`src/rtl/fp_round_pack_if.sv`:
```
// Handshake bundle between the multiplier datapath and the round/pack stage.
// Upstream drives the operand side; the round/pack stage drives the result side.
interface fp_round_pack_if #(
  parameter int EW = 8,
  parameter int FW = 23
);
  logic                 in_valid;
  logic                 in_ready;
  logic                 sign_in;
  logic [EW+1:0]        exp_in;
  logic [2*(FW+1)-1:0]  mant_in;
  logic                 out_valid;
  logic                 out_ready;
  logic [EW+FW:0]       result;
  logic                 overflow;
  logic                 underflow;

  modport master (
    output in_valid, sign_in, exp_in, mant_in, out_ready,
    input  in_ready, out_valid, result, overflow, underflow
  );

  modport slave (
    input  in_valid, sign_in, exp_in, mant_in, out_ready,
    output in_ready, out_valid, result, overflow, underflow
  );
endinterface

```
`src/rtl/fp_round_pack.sv`:
```
// Iterative normalize, round and pack of a significand product into binary32.
// Define FPROUND_RNE_EN for round-to-nearest-even; otherwise results are truncated.
module fp_round_pack #(
  parameter int EW   = 8,
  parameter int FW   = 23,
  parameter int BIAS = 127
) (
  input logic          clock,
  input logic          reset,
  fp_round_pack_if.slave bus
);

  localparam int PW  = 2 * (FW + 1);
  localparam int EXW = EW + 3;
  localparam int RW  = 1 + EW + FW;

  localparam logic signed [EXW-1:0] E_ZERO = '0;
  localparam logic signed [EXW-1:0] E_ONE  = EXW'(1);
  localparam logic signed [EXW-1:0] E_INF  = EXW'(2 * BIAS + 1);

  typedef enum logic [1:0] {IDLE, NORM, ROUND, DONE} state_t;

  state_t                 state_reg, state_next;
  logic [PW-1:0]          m_reg, m_next;
  logic signed [EXW-1:0]  e_reg, e_next;
  logic                   s_reg, s_next;
  logic                   z_reg, z_next;
  logic [RW-1:0]          result_reg, result_next;
  logic                   ovf_reg, ovf_next;
  logic                   udf_reg, udf_next;
  logic                   valid_reg, valid_next;

  logic [FW-1:0]          frac_rnd;
  logic signed [EXW-1:0]  e_rnd;
  logic [RW-1:0]          pack_res;
  logic                   pack_ovf;
  logic                   pack_udf;

`ifdef FPROUND_RNE_EN
  logic          lsb, guard, sticky, inc;
  logic [FW+1:0] sig_sum;

  always_comb begin
    lsb     = m_reg[FW];
    guard   = m_reg[FW-1];
    sticky  = |m_reg[FW-2:0];
    inc     = guard & (sticky | lsb);
    sig_sum = {1'b0, m_reg[PW-2 -: FW+1]} + {{(FW+1){1'b0}}, inc};
    // A carry out of the hidden bit leaves 1.000..0, so shifting right keeps the fraction exact.
    if (sig_sum[FW+1]) begin
      frac_rnd = sig_sum[FW:1];
      e_rnd    = e_reg + E_ONE;
    end else begin
      frac_rnd = sig_sum[FW-1:0];
      e_rnd    = e_reg;
    end
  end
`else
  always_comb begin
    frac_rnd = m_reg[PW-3 -: FW];
    e_rnd    = e_reg;
  end
`endif

  always_comb begin
    pack_res = {s_reg, e_rnd[EW-1:0], frac_rnd};
    pack_ovf = 1'b0;
    pack_udf = 1'b0;
    if (z_reg) begin
      pack_res = {s_reg, {(RW-1){1'b0}}};
    end else if (e_rnd <= E_ZERO) begin
      pack_res = {s_reg, {(RW-1){1'b0}}};
      pack_udf = 1'b1;
    end else if (e_rnd >= E_INF) begin
      pack_res = {s_reg, {EW{1'b1}}, {FW{1'b0}}};
      pack_ovf = 1'b1;
    end
  end

  always_comb begin
    state_next  = state_reg;
    m_next      = m_reg;
    e_next      = e_reg;
    s_next      = s_reg;
    z_next      = z_reg;
    result_next = result_reg;
    ovf_next    = ovf_reg;
    udf_next    = udf_reg;
    valid_next  = valid_reg;
    case (state_reg)
      IDLE: begin
        if (bus.in_valid) begin
          s_next     = bus.sign_in;
          e_next     = {bus.exp_in[EW+1], bus.exp_in};
          m_next     = bus.mant_in;
          z_next     = (bus.mant_in == '0);
          state_next = NORM;
        end
      end
      NORM: begin
        if (z_reg) begin
          state_next = ROUND;
        end else if (m_reg[PW-1]) begin
          m_next     = m_reg >> 1;
          e_next     = e_reg + E_ONE;
          state_next = ROUND;
        end else if (m_reg[PW-2]) begin
          state_next = ROUND;
        end else if (e_reg <= E_ZERO) begin
          // Exponent exhausted: stop shifting, the packer flushes this to zero.
          state_next = ROUND;
        end else begin
          m_next = {m_reg[PW-2:0], 1'b0};
          e_next = e_reg - E_ONE;
        end
      end
      ROUND: begin
        result_next = pack_res;
        ovf_next    = pack_ovf;
        udf_next    = pack_udf;
        valid_next  = 1'b1;
        state_next  = DONE;
      end
      DONE: begin
        if (bus.out_ready) begin
          valid_next = 1'b0;
          state_next = IDLE;
        end
      end
      default: state_next = IDLE;
    endcase
  end

  always_ff @(posedge clock or posedge reset) begin
    if (reset) begin
      state_reg  <= IDLE;
      m_reg      <= '0;
      e_reg      <= '0;
      s_reg      <= 1'b0;
      z_reg      <= 1'b0;
      result_reg <= '0;
      ovf_reg    <= 1'b0;
      udf_reg    <= 1'b0;
      valid_reg  <= 1'b0;
    end else begin
      state_reg  <= state_next;
      m_reg      <= m_next;
      e_reg      <= e_next;
      s_reg      <= s_next;
      z_reg      <= z_next;
      result_reg <= result_next;
      ovf_reg    <= ovf_next;
      udf_reg    <= udf_next;
      valid_reg  <= valid_next;
    end
  end

  assign bus.in_ready  = (state_reg == IDLE);
  assign bus.out_valid = valid_reg;
  assign bus.result    = result_reg;
  assign bus.overflow  = ovf_reg;
  assign bus.underflow = udf_reg;

endmodule

```
`src/flat_wrapper.sv`:
```
// flat-port wrapper written by rule: the top's interface ports become plain ports
module fp_round_pack_flat 
#(
  parameter int EW   = 8,
  parameter int FW   = 23,
  parameter int BIAS = 127
)
  (clock, reset, bus_in_valid, bus_sign_in, bus_exp_in, bus_mant_in, bus_out_ready, bus_in_ready, bus_out_valid, bus_result, bus_overflow, bus_underflow);
  fp_round_pack_if #(.EW(EW), .FW(FW)) bus_i ();
  input logic clock;
  input logic reset;
  input wire logic [$bits(bus_i.in_valid)-1:0] bus_in_valid;
  input wire logic [$bits(bus_i.sign_in)-1:0] bus_sign_in;
  input wire logic [$bits(bus_i.exp_in)-1:0] bus_exp_in;
  input wire logic [$bits(bus_i.mant_in)-1:0] bus_mant_in;
  input wire logic [$bits(bus_i.out_ready)-1:0] bus_out_ready;
  output wire logic [$bits(bus_i.in_ready)-1:0] bus_in_ready;
  output wire logic [$bits(bus_i.out_valid)-1:0] bus_out_valid;
  output wire logic [$bits(bus_i.result)-1:0] bus_result;
  output wire logic [$bits(bus_i.overflow)-1:0] bus_overflow;
  output wire logic [$bits(bus_i.underflow)-1:0] bus_underflow;
  assign bus_i.in_valid = bus_in_valid;
  assign bus_i.sign_in = bus_sign_in;
  assign bus_i.exp_in = bus_exp_in;
  assign bus_i.mant_in = bus_mant_in;
  assign bus_i.out_ready = bus_out_ready;
  assign bus_in_ready = bus_i.in_ready;
  assign bus_out_valid = bus_i.out_valid;
  assign bus_result = bus_i.result;
  assign bus_overflow = bus_i.overflow;
  assign bus_underflow = bus_i.underflow;
  fp_round_pack #(.EW(EW), .FW(FW), .BIAS(BIAS)) u_core (.clock(clock), .reset(reset), .bus(bus_i));
endmodule
```
`config.mk`:
```
export PLATFORM = sky130hd
export DESIGN_NAME = fp_round_pack_flat
export DESIGN_NICKNAME = d
export VERILOG_FILES = /design/src/rtl/fp_round_pack_if.sv /design/src/rtl/fp_round_pack.sv /design/src/flat_wrapper.sv
export SDC_FILE = /design/constraint.sdc
export NUM_CORES = 1
export LEC_CHECK = 0
export ABC_AREA = 1
export CAP_MARGIN = 20
export CELL_PAD_IN_SITES_DETAIL_PLACEMENT = 1
export CELL_PAD_IN_SITES_GLOBAL_PLACEMENT = 2
export CORE_MARGIN = 5
export CORE_UTILIZATION = 30
export CTS_CLUSTER_SIZE = 14
export DETAILED_ROUTE_END_ITERATION = 12
export HOLD_SLACK_MARGIN = 0.02
export PLACE_DENSITY_LB_ADDON = 0.1
export SYNTH_ARGS = -nofsm -noshare
export SYNTH_HDL_FRONTEND = slang
export SYNTH_SLANG_ARGS = --single-unit
```
`constraint.sdc`:
```
create_clock -name clock -period 4.3 [get_ports clock]
set_input_delay 0.86 -clock clock [delete_from_list [all_inputs] [get_ports clock]]
set_output_delay 0.86 -clock clock [all_outputs]
set_load 0.02 [all_outputs]
```
---- Word-level counts from Yosys, hierarchy flattened ----
Cells that the tools add are included.
word-level totals
  register bits after elaboration ......... 98
  bits of input ports ..................... 63
  output and inout port bits .............. 36
  logic and storage cells ................. 61
operators by class
  $add $sub $neg .......................... 2
  $lt $le $gt $ge ......................... 2
  eq/ne operators ......................... 9
  muxes and demuxes ....................... 29
  reduce and logical (&&, ||, !) cells .... 9
operator list
  kind                   count
  $mux 48                4
  $pmux 48 s2            1
  $mux 31                3
  $mux 11                5
  $logic_not 48->1       1
  $mux 47                1
  $pmux 11 s2            1
  $mux 2                 6
  $add 11x2->11 const B  1
  $ge 11x9->1 const B    1
  $le 11x1->1 const B    1
  $sub 11x2->11 const B  1
  $pmux 2 s4             1
  $mux 1                 6
  $ne 2x2->1 const B     3
  $ne 3x2->1 const B     2
  $reduce_and 3->1       2
  $ne 5x1->1 const B     1
  $reduce_and 5->1       1
  $eq 2x2->1 const B     2
  $reduce_and 2->1       2
  $reduce_bool 2->1      2
  $eq 2x1->1 const B     1
  $logic_not 2->1        1
  $pmux 1 s2             1

---- Depth between registers and ports, before layout ----
Gate-level depths: netlist of the first run.
  word-level depth ........................ 6
  gate-level depth with buffers ........... 15
  depth with buffers taken out ............ 13

---- Worst setup path after synthesis of the first run ----
No wires, ideal clock.
  path kind ............................... register to register
  start point ............................. register u_core.m_reg[47]
  end point ............................... register u_core.e_reg[4]
  setup time .............................. 0.116 ns
  data arrival time ....................... 2.155 ns
  required time ........................... 4.184 ns
  setup slack ............................. 2.029 ns
  cell stages (with the launch flop) ...... 12
  buffers on the path ..................... 2
  clock period less this slack ............ 2.271 ns
  cell sequence ........................... dfrtp_1 -> buf_2 -> buf_1 -> inv_1 -> ha_1 -> nand3_1 -> nand3_1 -> or2_2 -> nand3_1 -> nand2_1 -> nand2_1 -> nand2_1
on the way
  cells in the longest elaborated chain, start to end .. 3
  elaborated cells between the ends (all ways) .. 6
  classes of those cells .................. eq/ne: 2; mux: 3; reduce/logical: 1
RTL lines
  what                    line                  source
  from (decl)             fp_round_pack.sv:24   logic [PW-1:0] m_reg, m_next;
  from (signal assigned)  fp_round_pack.sv:147  m_reg <= m_next;
  $mux 11                 fp_round_pack.sv:103  end else if (m_reg[PW-1]) begin
  $mux 11                 fp_round_pack.sv:101  if (z_reg) begin
  $pmux 11 s2             fp_round_pack.sv:90   case (state_reg)
  to (signal assigned)    fp_round_pack.sv:148  e_reg <= e_next;
  to (decl)               fp_round_pack.sv:25   logic signed [EXW-1:0] e_reg, e_next;
Several ways; a longest one is shown, not always the timed one. The select of a mux whose other input is x is not followed.
A chain may end at the register's enable or synchronous reset.

---- Worst setup path after layout of the first run ----
  start point ............................. register u_core.m_reg[47]
  end point ............................... register u_core.e_reg[10]
Same word-level chain as after synthesis.

==> results.md, run 1 <==
Run status:
- The flow ran to the end, and the final reports show no timing, DRC or antenna violations.

Critical path:
- The worst setup slack for register-to-register paths is 1.51 ns.
- For the worst flop-to-flop path, the logic depth is 11.
- STA puts the critical path data arrival time at 3.07 ns.
- Walking the worst path, the cells encountered are inv_1 > ha_1 > a21oi_1 > nand2_1 > nand2_1 > nand3_1 > nand2_1 > inv_1 > nor2_1 > nor2_1 > nor2_1.
- In this run the worst setup path terminates at u_core.e_reg[10].
- The startpoint identified for the worst register-to-register timing path is u_core.m_reg[47].
- STA classifies the critical path endpoint as a register.
- In this run the worst setup path begins at u_core.m_reg[47].
- The data required time of the critical path is 4.58 ns.
- For this design, the slowest cell found on the critical path is sky130_fd_sc_hd__dfrtp_1.
- The worst setup path is launched from a register.
- For this run, the slowest stage of the critical path takes 0.89 ns.
- In this run the critical register-to-register path is captured at u_core.e_reg[10].
- The worst-path maximum fanout is 22.
- The type of the worst setup path is reg2reg.

Global routing:
- In the global route stage, met1 resource usage came out at 23.13%.
- The wire length of the first global-routing pass is 30.99 mm.
- The global routing usage on met3 is 1.908%.
- Entering global routing, the biggest net connects 63 pins.
- After global routing the overflow that remains totals 0.
- Global routing used 17.17% of the available tracks across all layers.
- For met2 alone, demand over resource in global routing was 29.34%.
- The number of global-route vias before repair came to 6023.
- The global routing stage identified its most utilized layer as met2.
- The number of antenna violations at the first check in global routing is 0.

Synth:
- The yosys synthesis warning count is 0.
- The cell area after synthesis is 5853 um^2.
- The distinct cell type count of the synthesized netlist is 35.
- For this run, the leading register cell type out of synthesis is sky130_fd_sc_hd__dfrtp_1.
- The share of the Yosys chip area taken by registers is 41.90%.
- The leading area contributor after synthesis is sky130_fd_sc_hd__dfrtp_1.
- In this run the biggest area consumer among cell types represents 41.90% of the synthesized area.
- By count the netlist is led by sky130_fd_sc_hd__nand2_1, sky130_fd_sc_hd__o21ai_0, sky130_fd_sc_hd__dfrtp_1.
- The count of mapped cells out of synthesis is 839.
- The number of flops mapped to enable cells by yosys is 0.
- The most common cell in the synthesized netlist is sky130_fd_sc_hd__nand2_1.
- In this run the mean area of a mapped cell was 6.976 um^2.
- After synthesis, the share of flip-flops with an asynchronous set or reset is 100.0%.
- The synthesized flop and latch total is 98.
- The net count after synthesis is 916.
- Ranked by total cell area, the synthesized netlist is headed by sky130_fd_sc_hd__dfrtp_1, sky130_fd_sc_hd__nand2_1, sky130_fd_sc_hd__o21ai_0, sky130_fd_sc_hd__nand3_1, sky130_fd_sc_hd__inv_1.

Finish:
- Summing all multi-input logic gate instances after layout gives 2885 um^2.
- The total number of nets in the final design is 993.
- The filler cells instantiated in the layout total 2435.
- The number of cells in the finished layout apart from fillers is 1185.
- Compared with the post-synthesis result, the final layout area differs by 25.99%.
- The number of flip-flops under the largest register name is 48.
- The count of antenna diodes in the layout is 0.
- The sequential cells in the finished layout cover a total of 2452 um^2.
- The layout cell share with drive strength beyond 1 is 5.652%.

Clock network:
- Buffers inserted to repair hold after CTS numbered 0.
- The quantity of gates resized following cts is 0.
- In this run, CTS created clock tree buffers numbering 9.
- The insertion delay of the later-clocked pin in the worst-skew pair is 0.36 ns.
- TritonCTS built the clock tree.
- After clock tree synthesis, the clock-pin slew on the worst setup and hold paths is 0.07 ns.
- Counting along the longest clock path gives a buffer depth of 2.
- Clock tree synthesis selected as its root buffer the cell sky130_fd_sc_hd__clkbuf_16.
- The clock tree synthesis step divided the H-tree into 3 levels.
- The number of setup buffers added after CTS is 0.
- The clock sink count is 98.

STA:
- The slew at the pin with the worst max-slew slack is 1.014 ns.
- The worst setup skew after layout is 0.009566 ns.
- The final hold violation count is 0.
- Measured against its own limit, the worst slew margin works out to 32.20%.
- Static timing analysis puts the maximum clock frequency at 0.3583 GHz.
- The final number of setup-violating endpoints is 0.
- The part of the cycle the worst path needs is 64.91%.
- Setup repair after global routing left no endpoint under its margin.
- The clock period minus final worst setup slack is 2.791 ns.
- The max-slew violation total from the final report is 0.
- For the final routed database, the setup TNS stands at 0 ns.

Route:
- The routed length per instance is 15.76 um.
- In the routed design, unresolved DRC markers number 0.
- Across all layers, the routed design uses 5726 vias.
- The count of nets left with antenna violations after detail routing is 0.
- The first routing iteration left 251 violations.
- The length of the first detailed-routing pass in iterations is 4.
- For this block, the routed nets add up to 18.68 mm of wire.
- In the routed layout, each cell is associated on average with a via count of 4.832.

Pwr:
- In this run the power density over the cells is 784.4 nW/um^2.
- The analysis attributes to cell leakage a power of 3.494 nW.
- The peak ir drop on the vdd network is 0.2970 mV.
- The completed layout was analyzed and its total power is 5.784 mW.

Placed design:
- After detailed placement, the design holds a cell count of 1170.
- The final weighted congestion in routability-driven placement is 0.7926.
- Port buffering added 98 buffers.
- The detailed placer's ending HPWL is 13.20 mm.

Die:
- The floorplan step defined a die boundary enclosing 22400 um^2.
- The die is 149.7 um tall.
- The die is 149.7 um wide.
- Once the floorplan was initialized, standard cells occupied 30.27% of the core.
- The core area is 19330 um^2.
- The initialized floorplan defines 51 standard-cell rows.
- During I/O placement, the number of pins put on the boundary was 99.

Run:
- Across the run, the number of max-cap violations was 0.

Hold path:
- The min-delay analysis places its worst path in the category reg2reg.
where the power goes:
| part | switching, mW | internal (mW) | leakage [nW] |
|---|---|---|---|
| Sequential | 0.361 | 1.35 | 1.26 |
| Combinational | 2.07 | 1.11 | 2.09 |
| Clock | 0.395 | 0.510 | 0.148 |
| Total | 2.82 | 2.96 | 3.49 |
layout make-up:
| type | count | share of cell area [%] |
|---|---|---|
| Inverter | 79 | 4.055 |
| Timing Repair Buffer | 107 | 14.76 |
| Tap cell | 265 | 4.496 |
| Clock buffer | 9 | 3.054 |
| Sequential cell | 98 | 33.25 |
| Clock inverter | 6 | 1.256 |
| Multi-Input combinational cell | 621 | 39.12 |
critical path: cells and delay by family, from the launching register on:
family | cells | cell delay, ns
AOI/OAI and AO/OA | 1 | 0.29
adders and majority gates | 1 | 0.48
buffers and inverters | 2 | 0.49
DFF | 1 | 0.89
and+or+nand+nor | 7 | 0.55
placed cells by master (no fill, tap or decap), types with 9 or more instances in the layout:
cell type	n
sky130_fd_sc_hd__nand3_1	68
sky130_fd_sc_hd__nand4_1	15
sky130_fd_sc_hd__nor2_1	68
sky130_fd_sc_hd__clkbuf_16	9
sky130_fd_sc_hd__ha_1	12
sky130_fd_sc_hd__o21ai_1	12
sky130_fd_sc_hd__a21oi_1	12
sky130_fd_sc_hd__nand2_1	296
sky130_fd_sc_hd__inv_1	72
sky130_fd_sc_hd__clkdlybuf4s50_1	98
sky130_fd_sc_hd__o21ai_0	105
sky130_fd_sc_hd__dfrtp_1	98
metal layers:
layer	vias up	part of all wire, %	wire [um]
met2	75	48	9045
met5	-	0	0
li1	2848	-	-
met1	2792	48	8974
met4	0	1.1	210
met3	11	2.4	448
worst min-delay path by stage:
stage	end	slack (ns)	cells after the start	from
2_1_floorplan	u_core.bus.result[31]	0.45	2	u_core.s_reg
3_3_place_gp	u_core.bus.result[31]	0.46	2	u_core.bus.result[31]
3_5_place_dp	u_core.bus.result[31]	0.46	2	u_core.bus.result[31]
4_1_cts	u_core.bus.result[31]	0.48	2	u_core.bus.result[31]
5_1_grt	u_core.bus.result[31]	0.50	2	u_core.bus.result[31]
6_report	u_core.bus.result[31]	0.47	2	u_core.bus.result[31]
logic make-up after synthesis:
kind of cell	share of synthesized area [%]
XOR/XNOR	0.2993
buffers and inverters	8.850
adder cells (fa/ha/maj)	3.121
flip-flops	41.90
AO/OA/AOI/OAI	12.80
AND/OR/NAND/NOR	33.03
through the flow:
stage / instance area [um^2] / util [%] / hold WS [ns] / worst slack (ns)
3_3_place_gp: 7002 / 36.21 / 0.4594 / 1.450
5_1_grt: 7375 / 38.14 / 0.5024 / 1.149
6_report: 7375 / 38.14 / 0.4735 / 1.509
2_1_floorplan: 5853 / - / 0.4463 / 0.8779
4_1_cts: 7375 / 38.14 / 0.4787 / 1.485
3_5_place_dp: 7057 / 36.50 / 0.4622 / 1.347
No activity file was read; power rests on OpenSTA's default activity.
==> run 2, diff against run 1 <==
--- a/config.mk
+++ b/config.mk
@@ -10,7 +10,7 @@
 export CELL_PAD_IN_SITES_DETAIL_PLACEMENT = 1
 export CELL_PAD_IN_SITES_GLOBAL_PLACEMENT = 2
 export CORE_MARGIN = 5
-export CORE_UTILIZATION = 30
+export CORE_UTILIZATION = 27
 export CTS_CLUSTER_SIZE = 14
 export DETAILED_ROUTE_END_ITERATION = 12
 export HOLD_SLACK_MARGIN = 0.02
==> constraint.sdc (replaced) <==
create_clock -name clock -period 2.3 [get_ports clock]
set_input_delay 0.46 -clock clock [delete_from_list [all_inputs] [get_ports clock]]
set_output_delay 0.46 -clock clock [all_outputs]
set_load 0.02 [all_outputs]
==> run 2 against run 1 <==
  * Critical path depth is 8 lower
  * Register-to-register slack worse by 1.3 ns
  * Final area is 0.98% higher
  * First-iteration DRC count is 24% lower
  * Sequential power rose by 84%
  * Critical path type is now reg2out
  * Cell count increased by 1.5%
  * Largest cell class unchanged
  * Total power increased by 90%
  * Clock skew is 0.0012 ns lower
  * Clock-buffer cell count grew 2
  * Critical endpoint is now bus_in_ready
  * Die area is 10% higher
==> results.md, run 2 (same netlist as run 1, synthesis figures left out) <==
Run status:
- The run finished with clean final reports.

Finish:
- The library cell used most frequently in the layout, excluding fill and tap cells, is sky130_fd_sc_hd__nand2_1.
- The count of antenna diodes in the layout was 0 (unchanged).
- The filler cell count came to 2649 (+8.8%).
- From synthesis to final layout, the design area changed by 27.23%.
- The final standard cell area without fillers was 7447 um^2 (+0.98%).
- The core occupancy in the finished layout is 35.20% (-2.9 points).
- The number of flip-flops under the largest register name came to 48 (unchanged).
- The library cells used most frequently in the layout, excluding fill and tap cells, are sky130_fd_sc_hd__nand2_1, sky130_fd_sc_hd__o21ai_0, sky130_fd_sc_hd__clkdlybuf4s50_1, sky130_fd_sc_hd__dfrtp_1, sky130_fd_sc_hd__inv_1.
- The layout cell share with drive strength beyond 1 is 6.358% (+0.71 points).
- The total number of nets in the final design is 1001 (+0.81%).
- The storage element area was 2452 um^2 (unchanged).
- The multi-input combinational cell area is 2885 um^2 (unchanged).

Critical path:
- The worst-path maximum fanout is 4 (-82%).
- The cell with the largest stage delay on the worst path is sky130_fd_sc_hd__clkdlybuf4s50_1.
- The signal on the critical path passes through inv_1 > ha_1 > clkdlybuf4s50_1.
- Among cell families on the critical path, the largest total delay comes from buffers and inverters.
- The data arrival time at the worst-slack endpoint is 1.70 ns (-1.37 ns).
- The endpoint class of the critical path is an output port.
- The type of the worst setup path is reg2out.
- The sum of buffers and inverters on the critical path is 2 (unchanged).
- STA classifies the critical path startpoint as a register.
- The data required time of the critical path is 1.84 ns (-2.74 ns).
- The worst stage delay on the critical path is 0.62 ns (-0.27 ns).

Global routing:
- The maximum number of pins on one net before global-route repair is 73 (+16%).
- The total routing usage reported by global routing is 15.71% (-1.5 points).
- The sum of overflow across all layers after global routing is 0 (unchanged).
- The number of global-route vias before repair is 6173 (+2.5%).
- The number of antenna violations at the first check in global routing is 0 (unchanged).
- The wire length of the first global-routing pass was 31.82 mm (+2.7%).

Pwr:
- The fraction of power spent switching nets was 48.19% (-0.59 points).
- The leakage power total is 3.528 nW (+0.99%).
- The clock power share is 15.2% (-0.4 points).
- The total power is 10.96 mW (+90%).
- The internal power is 5.680 mW (+92%).
- The sequential fraction of design power is 28.7% (-0.8 points).
- The net switching component of the power is 5.282 mW (+87%).
- The peak ir drop on the vdd network is 0.6163 mV (+110%).
- The combinational fraction of design power is 56.1% (+1.3 points).
- The power per standard cell area came to 1472 nW/um^2 (+88%).

Route:
- The routed wire length was 18.99 mm (+1.7%).
- The count of nets left with antenna violations after detail routing is 0 (unchanged).
- The residual DRC count was 0 (unchanged).
- The length of the first detailed-routing pass in iterations is 4 (unchanged).
- The detail-routed via count per cell is 4.769 (-1.3%).
- The detailed router's first-iteration violation count is 190 (-24%).
- The routed length per instance was 15.79 um (+0.16%).
- The total via count after detailed routing is 5737 (+0.19%).

Die:
- The number of top-level pins is 99 (unchanged).
- The core area was 21150 um^2 (+9.4%).
- The horizontal extent of the die is 157.2 um (+5.0%).
- The height of the die is 157.2 um (+5.0%).
- The number of rows in the core area came to 53 (+3.9%).
- The floorplan die area came to 24720 um^2 (+10%).
- The initial core utilization is 27.67% (-2.6 points).

STA:
- Setup repair after global routing left no endpoint under its margin.
- The final hold violation count is 0 (unchanged).
- The final number of setup-violating endpoints came to 0 (unchanged).
- The worst setup skew after layout is 0.008380 ns (-0.001186 ns).
- The max-slew violation total from the final report is 0 (unchanged).
- The clock period could shrink to 2.159 ns.
- The worst hold slack came to 0.4692 ns (-0.004265 ns).
- The part of the cycle the worst path needs is 93.89%.
- The relative slew slack is 59.82% (+28 points).
- The slew at the pin with the worst max-slew slack is 0.6027 ns (-0.4114 ns).
- The final total negative setup slack is 0 ns (unchanged).
- For this run, the top clock speed supported by timing is 0.4631 GHz.

Clock network:
- The clock sink count is 98 (unchanged).
- The insertion delay of the later-clocked pin in the worst-skew pair came to 0.35 ns (about the same).
- The number of hold buffers added after CTS is 0 (unchanged).
- The CTS tree is done.
- The quantity of gates resized following cts was 0 (unchanged).
- The maximum clock path buffer count was 2 (unchanged).
- The post-CTS setup buffer count is 0 (unchanged).
- The clock transition at the register clock pins on the worst setup and hold paths after CTS was 0.07 ns (about the same).
- The number of H-tree levels is 3 (unchanged).
- The clock buffer count from CTS is 9 (unchanged).
- The cell chosen for the clock root is sky130_fd_sc_hd__clkbuf_16.

Placed design:
- The final weighted congestion in routability-driven placement is 0.7795 (-1.7%).
- The detailed placer's ending HPWL is 13.48 mm (+2.1%).
- The port buffer count is 98 (unchanged).
- The cell area after placement came to 7128 um^2 (+1.0%).

Run:
- The max capacitance violation total is 0 (unchanged).

Hold path:
- The path class of the tightest hold or removal check is reg2reg.
run 2: cell types whose count changed in the layout (fill, tap and decap cells not counted):
cell and delta:
sky130_fd_sc_hd__buf_4 +7, sky130_fd_sc_hd__buf_12 +3, sky130_fd_sc_hd__buf_16 -2, sky130_fd_sc_hd__clkbuf_1 +1, sky130_fd_sc_hd__clkbuf_8 +1, sky130_fd_sc_hd__clkinv_4 -1, sky130_fd_sc_hd__inv_4 -1
run 2: worst reg2reg max path: cells and delay by family (launching register included):
| family | cells | cell delay (ns) |
|---|---|---|
| flip-flops | 1 | 0.39 |
| buffers and inverters | 1 | 0.34 |
| adder cells (fa/ha/maj) | 1 | 0.37 |
| AO/OA/AOI/OAI | 1 | 0.30 |
| AND/OR/NAND/NOR | 7 | 0.55 |
run 2: metrics by stage:
stage	std cells	worst slack, ns
2_1_floorplan	839	0.02884
3_3_place_gp	1188	0.1685
3_5_place_dp	1188	0.1406
4_1_cts	1203	0.1138
5_1_grt	1203	0.04044
6_report	1203	0.1405
run 2: final timing paths:
path	depth (start not counted)	start	slack, ns	endpoint
max	3	u_core.state_reg[0]	0.14	bus_in_ready
min	2	u_core.bus.result[31]	0.47	u_core.bus.result[31]
max reg2reg	10	u_core.m_reg[47]	0.25	u_core.e_reg[7]
min reg2reg	2	u_core.bus.result[31]	0.47	u_core.bus.result[31]
max in group asynchronous	3	reset	1.37	u_core.m_reg[13]
min in group asynchronous	3	reset	0.59	u_core.bus.result[17]
run 2: per-layer routing:
layer	part of all wire, %	global-route usage, %	vias up
met4	0.65	2.458	0
met2	48	27.19	75
li1	-	-	2856
met3	2.9	2.420	8
met1	48	21.19	2798
met5	0	0	-
run 2: final cells by class:
cell class              count  area share, %
inverters                  79          4.032
multi-input cells         621          38.74
clock inverters             4          1.025
flip-flops and latches     98          32.93
clock buffers              11          3.259
repair buffers            115          15.39
well taps                 275          4.620
run 2: power by group through the flow:
stage	Sequential, mW	Combinational, mW	Clock, mW
detailed placement	3.18	6.23	0
CTS	3.16	6.26	1.74
global route	3.28	6.99	1.79
finish	3.15	6.15	1.67
global placement	3.15	6.10	0
floorplan	3.35	3.94	0
